### src/rtl/spi_master_ctrl.sv
// spi_master_ctrl: SPI mode-0 (CPOL=0, CPHA=0, MSB-first) master shift engine
// sitting between the TX and RX FIFOs. One TX word per chip-select frame.
//   clk, rst_n     : clock, asynchronous active-low reset
//   clear          : synchronous abort back to IDLE, clears rx_overrun
//   enable         : permits new transfers (checked only in IDLE)
//   tx_data/tx_empty/tx_rd_en : TX FIFO head word, empty flag, pop strobe
//   rx_data/rx_full/rx_wr_en  : received word, RX FIFO full flag, push strobe
//   rx_overrun     : sticky, a received word was dropped on a full RX FIFO
//   busy           : engine is not IDLE
//   sclk/mosi/miso/cs_n       : SPI pins
module spi_master_ctrl #(
  parameter int WIDTH   = 8,
  parameter int CLK_DIV = 2
) (
  input  logic             clk,
  input  logic             rst_n,
  input  logic             clear,
  input  logic             enable,
  input  logic [WIDTH-1:0] tx_data,
  input  logic             tx_empty,
  output logic             tx_rd_en,
  output logic [WIDTH-1:0] rx_data,
  input  logic             rx_full,
  output logic             rx_wr_en,
  output logic             rx_overrun,
  output logic             busy,
  output logic             sclk,
  output logic             mosi,
  input  logic             miso,
  output logic             cs_n
);

  localparam int DW = $clog2(CLK_DIV) + 1;
  localparam int BW = $clog2(WIDTH) + 1;
  localparam logic [DW-1:0] DIV_LAST = DW'(CLK_DIV - 1);
  localparam logic [BW-1:0] BIT_LAST = BW'(WIDTH);

  typedef enum logic [1:0] {IDLE, LOAD, SHIFT, STORE} state_t;

  state_t           state;
  logic [DW-1:0]    div_cnt;
  logic [BW-1:0]    bit_cnt;
  logic [WIDTH-1:0] tx_shift;
  logic [WIDTH-1:0] rx_shift;
  logic             div_last;

  assign div_last = (div_cnt == DIV_LAST);

  // Pops and pushes are suppressed while clear is high (or in reset) so that
  // an aborted cycle never consumes or emits a FIFO word.
  assign tx_rd_en = rst_n && !clear && (state == IDLE) && enable && !tx_empty;
  assign rx_wr_en = !clear && (state == STORE) && !rx_full;
  assign rx_data  = rx_shift;
  assign busy     = (state != IDLE);

  always_ff @(posedge clk or negedge rst_n) begin
    if (!rst_n) begin
      state      <= IDLE;
      div_cnt    <= '0;
      bit_cnt    <= '0;
      tx_shift   <= '0;
      rx_shift   <= '0;
      sclk       <= 1'b0;
      mosi       <= 1'b0;
      cs_n       <= 1'b1;
      rx_overrun <= 1'b0;
    end else if (clear) begin
      state      <= IDLE;
      div_cnt    <= '0;
      bit_cnt    <= '0;
      sclk       <= 1'b0;
      mosi       <= 1'b0;
      cs_n       <= 1'b1;
      rx_overrun <= 1'b0;
    end else begin
      case (state)
        IDLE: begin
          div_cnt <= '0;
          bit_cnt <= '0;
          if (tx_rd_en) begin
            tx_shift <= tx_data;
            mosi     <= tx_data[WIDTH-1];
            cs_n     <= 1'b0;
            state    <= LOAD;
          end
        end

        // Leading low phase of SCLK; its last edge is the first rising edge.
        LOAD: begin
          if (div_last) begin
            div_cnt  <= '0;
            sclk     <= 1'b1;
            rx_shift <= {rx_shift[WIDTH-2:0], miso};
            bit_cnt  <= BW'(1);
            state    <= SHIFT;
          end else begin
            div_cnt <= div_cnt + DW'(1);
          end
        end

        SHIFT: begin
          if (div_last) begin
            div_cnt <= '0;
            if (sclk) begin
              sclk <= 1'b0;
              if (bit_cnt == BIT_LAST) begin
                mosi  <= 1'b0;
                cs_n  <= 1'b1;
                state <= STORE;
              end else begin
                tx_shift <= {tx_shift[WIDTH-2:0], 1'b0};
                mosi     <= tx_shift[WIDTH-2];
              end
            end else begin
              sclk     <= 1'b1;
              rx_shift <= {rx_shift[WIDTH-2:0], miso};
              bit_cnt  <= bit_cnt + BW'(1);
            end
          end else begin
            div_cnt <= div_cnt + DW'(1);
          end
        end

        STORE: begin
          div_cnt <= '0;
          bit_cnt <= '0;
          if (rx_full) rx_overrun <= 1'b1;
          state <= IDLE;
        end

        default: state <= IDLE;
      endcase
    end
  end

endmodule

### config.mk
export PLATFORM = sky130hd
export DESIGN_NAME = spi_master_ctrl
export DESIGN_NICKNAME = d
export VERILOG_FILES = /design/src/rtl/spi_master_ctrl.sv
export SDC_FILE = /design/constraint.sdc
export NUM_CORES = 1
export LEC_CHECK = 0
export CORE_MARGIN = 5
export CORE_UTILIZATION = 40
export CTS_BUF_LIST = sky130_fd_sc_hd__clkbuf_16
export CTS_CLUSTER_SIZE = 10
export DETAILED_ROUTE_END_ITERATION = 6
export GPL_ROUTABILITY_DRIVEN = 0
export SYNTH_ARGS = -nofsm -noshare
export SYNTH_HDL_FRONTEND = slang
export SYNTH_SLANG_ARGS = --single-unit
### constraint.sdc
create_clock -name clk -period 3.22 [get_ports clk]
set_input_delay 0.644 -clock clk [delete_from_list [all_inputs] [get_ports clk]]
set_output_delay 0.644 -clock clk [all_outputs]
set_load 0.02 [all_outputs]
==> results by group, run 1 <==
Status
  • Status: finished, final reports clean

Routing
  • Vias post-DR: 1100
  • Wirelength per Cell: 15.1 µm
  • Final ANT Viol Nets: 0
  • DRT iter0 DRCs: 50
  • Router iterations before antenna repair: 4
  • DR DRC count: 0
  • DR vias/cell: approximately 5.4
  • Final WL: approximately 3100 µm

Die
  • Die footprint: ~0.0049 mm²
  • Core area: approximately 0.0034 mm²
  • Site Rows: 21
  • Die H: ~70 µm
  • Initial core utilization: 0.425
  • IO Count: 30
  • Die W: between 70 and 80 µm

Critical path
  • CP Capture Type: output pin
  • Worst path required time: 2580 ps
  • Worst-path fanout max: 3
  • WP buf/inv: 2
  • CP Class: in2out
  • CP Launch Type: input pin
  • CP max stage cell: clkdlybuf4s50_1
  • Crit path max-delay family: buffers and inverters
  • CP dominant cell by count: clkdlybuf4s50_1
  • Worst Path Arrival: 2020 ps
  • Max incr delay on CP: about 610 ps
  • Worst path cell trace: clkdlybuf4s50_1 -> nand4bb_1 -> nor2_1 -> clkdlybuf4s50_1

Clock tree
  • Num CTS Buffers: 3
  • Hold buffers post-CTS: 0
  • Worst skew pair latency: 260 ps
  • CTS tree: yes
  • Postcts setup bufs: 0
  • Clk sinks: 27
  • CTS max path bufs: 2
  • Clock Tree Root: clkbuf_16
  • H-tree depth: 1
  • Clock-pin slew on the worst setup and hold paths: ~60 ps
  • Post-CTS resize count: 0

Logic synthesis
  • Netlist Area Pre-Place: 0.00145 mm²
  • Most common cell in the netlist: dfrtp_1
  • Post-synth top area share: 0.449
  • Sequential share of the synthesized area: 0.467
  • Distinct cells, synth: between 40 and 50
  • Post-Syn Nets: 150
  • Top post-synthesis cells by area: dfrtp_1 (45%), ha_1 (6.9%), mux2_2 (6.2%), o221a_2 (5.4%), nor2_1 (2.6%)
  • Post-Syn Area per Cell: between 10 and 15 µm²
  • Post-synthesis cell count: 127
  • Post-synth EDFFs: 0
  • Yosys warnings: 0
  • Top FF cell, synth: dfrtp_1
  • Async S/R FF share, synth: 1.00
  • Most frequent cells after synthesis: dfrtp_1 (26), nor2_1 (10), ha_1 (8), inv_1 (8), mux2_2 (8)
  • Post-synthesis register bit count: 27
  • Yosys top cell by area: dfrtp_1

Min path
  • Worst Hold Class: reg2reg

STA
  • Setup-failing EPs final: 0
  • Slew @ Worst Pin: ~380 ps
  • Slew Viols, Final: 0
  • Final Hold Viols: 0
  • Final Skew: 2.61 ps
  • Max Freq: between 0.3 and 0.4 GHz
  • Slew Limit Headroom: 0.744
  • Minimum clock period: about 2700 ps
  • RSZ-0062 raised after global routing: no
  • Final worst-path cycle share: 0.829
  • Fin Setup TNS: 0 ps

Global routing
  • First-pass GRT wire length: roughly 5500 µm
  • Initial antenna violation count: 0
  • Number of global-route vias before repair: between 1000 and 1500
  • Total grt overflow: 0
  • GRT Util Overall: 0.136
  • Largest net degree at the start of global routing: 29

Pwr
  • Total power: approximately 1200 µW
  • Leakage: 0.000806 µW
  • Power per cell area: roughly 650 mW/mm²
  • Peak supply drop: ~0.35 mV

Layout
  • Share of layout cells above drive strength 1: 0.189
  • Number of antenna diodes: 0
  • Layout Nets: roughly 180
  • Fillers: about 320
  • Area Overhead vs Synth: 28.6%

Place
  • Final HPWL DP: about 2300 µm
  • Input/output buffers: 29

Flow run
  • Max Cap Violations: 0
[final timing paths]
check                                        from                       to  slack, ps  cells after the start
max                                         clear                 tx_rd_en        550                      4
min                        rx_overrun$_DFFE_PN0P_   rx_overrun$_DFFE_PN0P_        500                      2
max reg2reg                  state[0]$_DFFE_PN0P_  tx_shift[3]$_DFFE_PN0P_       1130                      6
min reg2reg                rx_overrun$_DFFE_PN0P_   rx_overrun$_DFFE_PN0P_        500                      2
max in group asynchronous                   rst_n         cs_n$_DFFE_PN1P_       2090                      2
min in group asynchronous                   rst_n         mosi$_DFFE_PN0P_        830                      2
[cell type report]
type	instances	area, µm²	area share
multi-input cells	88	709	0.380
repair buffers	32	313	0.168
clock buffers	3	75.1	0.0402
well taps	46	57.6	0.0309
inverters	8	30.0	0.0161
clock inverters	1	3.75	0.00201
flip-flops and latches	27	677	0.363
[placed cells by master (no fill, tap or decap), types with 2 or more instances in the layout]
master           netlist  layout
a211oi_1               2       2
a21oi_1                3       3
and2_2                 2       2
buf_4                  1       3
clkbuf_16              0       3
clkdlybuf4s50_1        0      29
dfrtp_1               26      26
ha_1                   8       8
inv_1                  8       9
mux2_2                 8       8
mux2i_1                2       2
nand2_1                3       3
nand2b_1               5       5
nand3_1                4       4
nand3b_1               3       3
nor2_1                10      10
nor3_1                 2       2
o21ai_0                3       3
o221a_2                7       7
or3_1                  6       6
[layer usage]
metal,part of all wire,GRT usage
met2,0.48,0.222
met5,0,0
met1,0.48,0.184
met3,0.025,0.0287
met4,0.011,0.0340
[sequential cells by signal (all words and copies together) (netlist names)]
register / cells
rx_overrun: 1
mosi: 1
state: 2
bit_cnt: 4
cs_n: 1
sclk: 1
div_cnt: 2
rx_data: 8
tx_shift: 7
[cell families (layout without fill, tap and decap cells)]
| kind of cell | Yosys count | after routing | share of synthesized area |
|---|---|---|---|
| multiplexers | 10 | 10 | 0.0759 |
| AND/OR/NAND/NOR | 44 | 44 | 0.190 |
| buffers and inverters | 12 | 44 | 0.0440 |
| adder cells (fa/ha/maj) | 8 | 8 | 0.0690 |
| flip-flops | 27 | 27 | 0.467 |
| AO/OA/AOI/OAI | 26 | 26 | 0.154 |
[report_power, final]
part	total [µW]	leakage [µW]	internal [µW]	switching (µW)
logic	464	0.000419	215	249
registers	470	0.000345	413	57.9
clock network	280	0.0000423	166	113
[worst register-to-register path, stage by stage (launching register included)]
cell and delay (ps):
dfrtp_1 420, inv_1 140, ha_1 400, inv_1 140
nor2_1 300, nand3_1 270, o221a_2 320
[per-stage QoR]
stage          utilization  instances  instance area (µm²)  setup slack [ps]  hold WS, ps
6_report             0.546        205                 1870               551          499
5_1_grt              0.546        205                 1870               510          526
4_1_cts              0.546        205                 1870               535          512
3_5_place_dp         0.523        201                 1790               550          498
3_3_place_gp         0.523        201                 1790               546          490
2_1_floorplan            -        127                 1450              1150          348
Power figures use the tool's default switching activity.
==> inputs of run 2 (changes only) <==
Clock period 3.22 ns to 2.54 ns, I/O delays scaled along.
==> run 2 against run 1 <==
Clock-buffer cell count unchanged; critical path depth unchanged; cell area about the same; total power up 27%; routed wire length down 0.19%; flip-flop and latch count did not move; combinational power rose by 27%; critical path type unchanged.
==> results by group, run 2 (synthesis gave the netlist of run 1 again) <==
Die
  • IO Count: 30
  • Die H: about 70 µm
  • Die footprint: 0.00493 mm²
  • Site Rows: 21
  • Core area: 0.00342 mm²
  • Die W: 70.2 µm
  • Initial core utilization: 0.425

Clock tree
  • Clock-pin slew on the worst setup and hold paths: around 60 ps
  • Clock Tree Root: clkbuf_16
  • CTS tree: yes
  • H-tree depth: 1
  • Clk sinks: 27
  • Num CTS Buffers: 3
  • CTS max path bufs: 2
  • Postcts setup bufs: 0
  • Post-CTS resize count: 0
  • Worst skew pair latency: between 200 and 300 ps
  • Hold buffers post-CTS: 0

Global routing
  • Total grt overflow: 0
  • M2 GR Usage: 0.220
  • Met3 Track Usage GR: 0.0330
  • Met1 usage: 0.181
  • Gr busiest metal: met2
  • Largest net degree at the start of global routing: 28
  • GRT Util Overall: 0.136
  • Number of global-route vias before repair: roughly 1200
  • First-pass GRT wire length: around 5500 µm
  • Initial antenna violation count: 0

Status
  • Status: finished, final reports clean

STA
  • RSZ-0062 raised after global routing: no
  • Final worst-path cycle share: 0.962
  • Minimum clock period: 2440 ps
  • Slew Limit Headroom: 0.745
  • Slew @ Worst Pin: between 300 and 400 ps
  • Final Skew: 1.88 ps
  • Final Hold Viols: 0
  • Slew Viols, Final: 0
  • Fin Setup TNS: 0 ps
  • Setup-failing EPs final: 0
  • Max Freq: just over 0.4 GHz

Place
  • Final HPWL DP: ~2200 µm
  • Input/output buffers: 29
  • Placed Instance Area: 0.00179 mm²

Routing
  • DR DRC count: 0
  • Wirelength per Cell: 15.1 µm
  • Final WL: 3090 µm
  • DR vias/cell: roughly 5.3
  • DRT iter0 DRCs: 93
  • Vias post-DR: roughly 1100
  • Router iterations before antenna repair: 4
  • Final ANT Viol Nets: 0

Layout
  • Number of antenna diodes: 0
  • Most frequent cells in the layout: clkdlybuf4s50_1 (29), dfrtp_1 (26), nor2_1 (10)
  • Commonest non-fill, non-tap cell in the layout: clkdlybuf4s50_1
  • Final core utilization: 0.547
  • Fillers: roughly 310
  • Share of layout cells above drive strength 1: 0.195
  • Fin area: 0.00187 mm²
  • Layout Nets: ~180
  • Max reg flops: 8
  • Area Overhead vs Synth: 28.7%

Min path
  • Worst Hold Class: reg2reg
  • WHS Path Cells: 2
  • Hold Path Sink: rx_overrun$_DFFE_PN0P_
  • Hold Crit Start: rx_overrun$_DFFE_PN0P_

Critical path
  • Worst path required time: 2030 ps
  • FF-to-FF Start: state[0]$_DFFE_PN0P_
  • R2R depth: 6
  • CP Class: in2out
  • Worst Path Arrival: slightly below 2000 ps
  • Critical R2R Capture: tx_shift[2]$_DFFE_PN0P_
  • CP Launch Type: input pin
  • Worst-path fanout max: 3
  • CP Capture Type: output pin
  • Worst reg2reg setup slack: roughly 440 ps

Pwr
  • Peak supply drop: about 0.36 mV
  • Total power: 1550 µW
  • Power per cell area: about 830 mW/mm²
  • Leakage: 0.000805 µW

Flow run
  • Max Cap Violations: 0
## run 2: cell count changes in the layout (fill, tap and decap cells not counted)
cell,delta
inv_1,-1
clkinv_2,+1
## run 2: worst max-delay path: stages
cell,delay (ps)
clkdlybuf4s50_1,470
nand4bb_1,230
nor2_1,110
clkdlybuf4s50_1,610
## run 2: layout make-up
class | instances | area [µm²] | share of cell area
clock buffers | 3 | 75.1 | 0.0402
well taps | 46 | 57.6 | 0.0308
flip-flops and latches | 27 | 677 | 0.363
clock inverters | 1 | 5.00 | 0.00268
inverters | 8 | 30.0 | 0.0161
multi-input cells | 88 | 709 | 0.380
repair buffers | 32 | 313 | 0.168
## run 2: per-stage QoR
| stage | setup slack, ps | instances | hold slack [ps] |
|---|---|---|---|
| floorplan | 743 | 127 | 212 |
| global placement | 94.7 | 201 | 483 |
| detailed placement | 104 | 201 | 486 |
| CTS | 90.5 | 205 | 503 |
| global route | 12.3 | 205 | 522 |
| finish | 97.0 | 205 | 494 |
## run 2: worst max-delay path by stage
stage,startpoint,end,slack [ps],cells after the start
finish,clear,tx_rd_en,100,4
global route,state[0]$_DFFE_PN0P_,tx_rd_en,10,5
global placement,clear,tx_rd_en,90,4
floorplan,clear,rx_wr_en,740,3
detailed placement,clear,tx_rd_en,100,4
CTS,clear,tx_rd_en,90,4
## run 2: metal layers
metal,part of all wire,vias up,routed length [µm]
met5,0,-,0
met4,0.013,0,40
met3,0.040,5,125
met2,0.47,21,1450
met1,0.48,528,1470
li1,-,535,-
## run 2: where the power goes
group	total, µW	internal (µW)	switching, µW	leakage, µW
clock network	360	213	148	0.0000409
registers	599	523	75.6	0.000345
logic	587	272	314	0.000419
total	1550	1010	538	0.000805
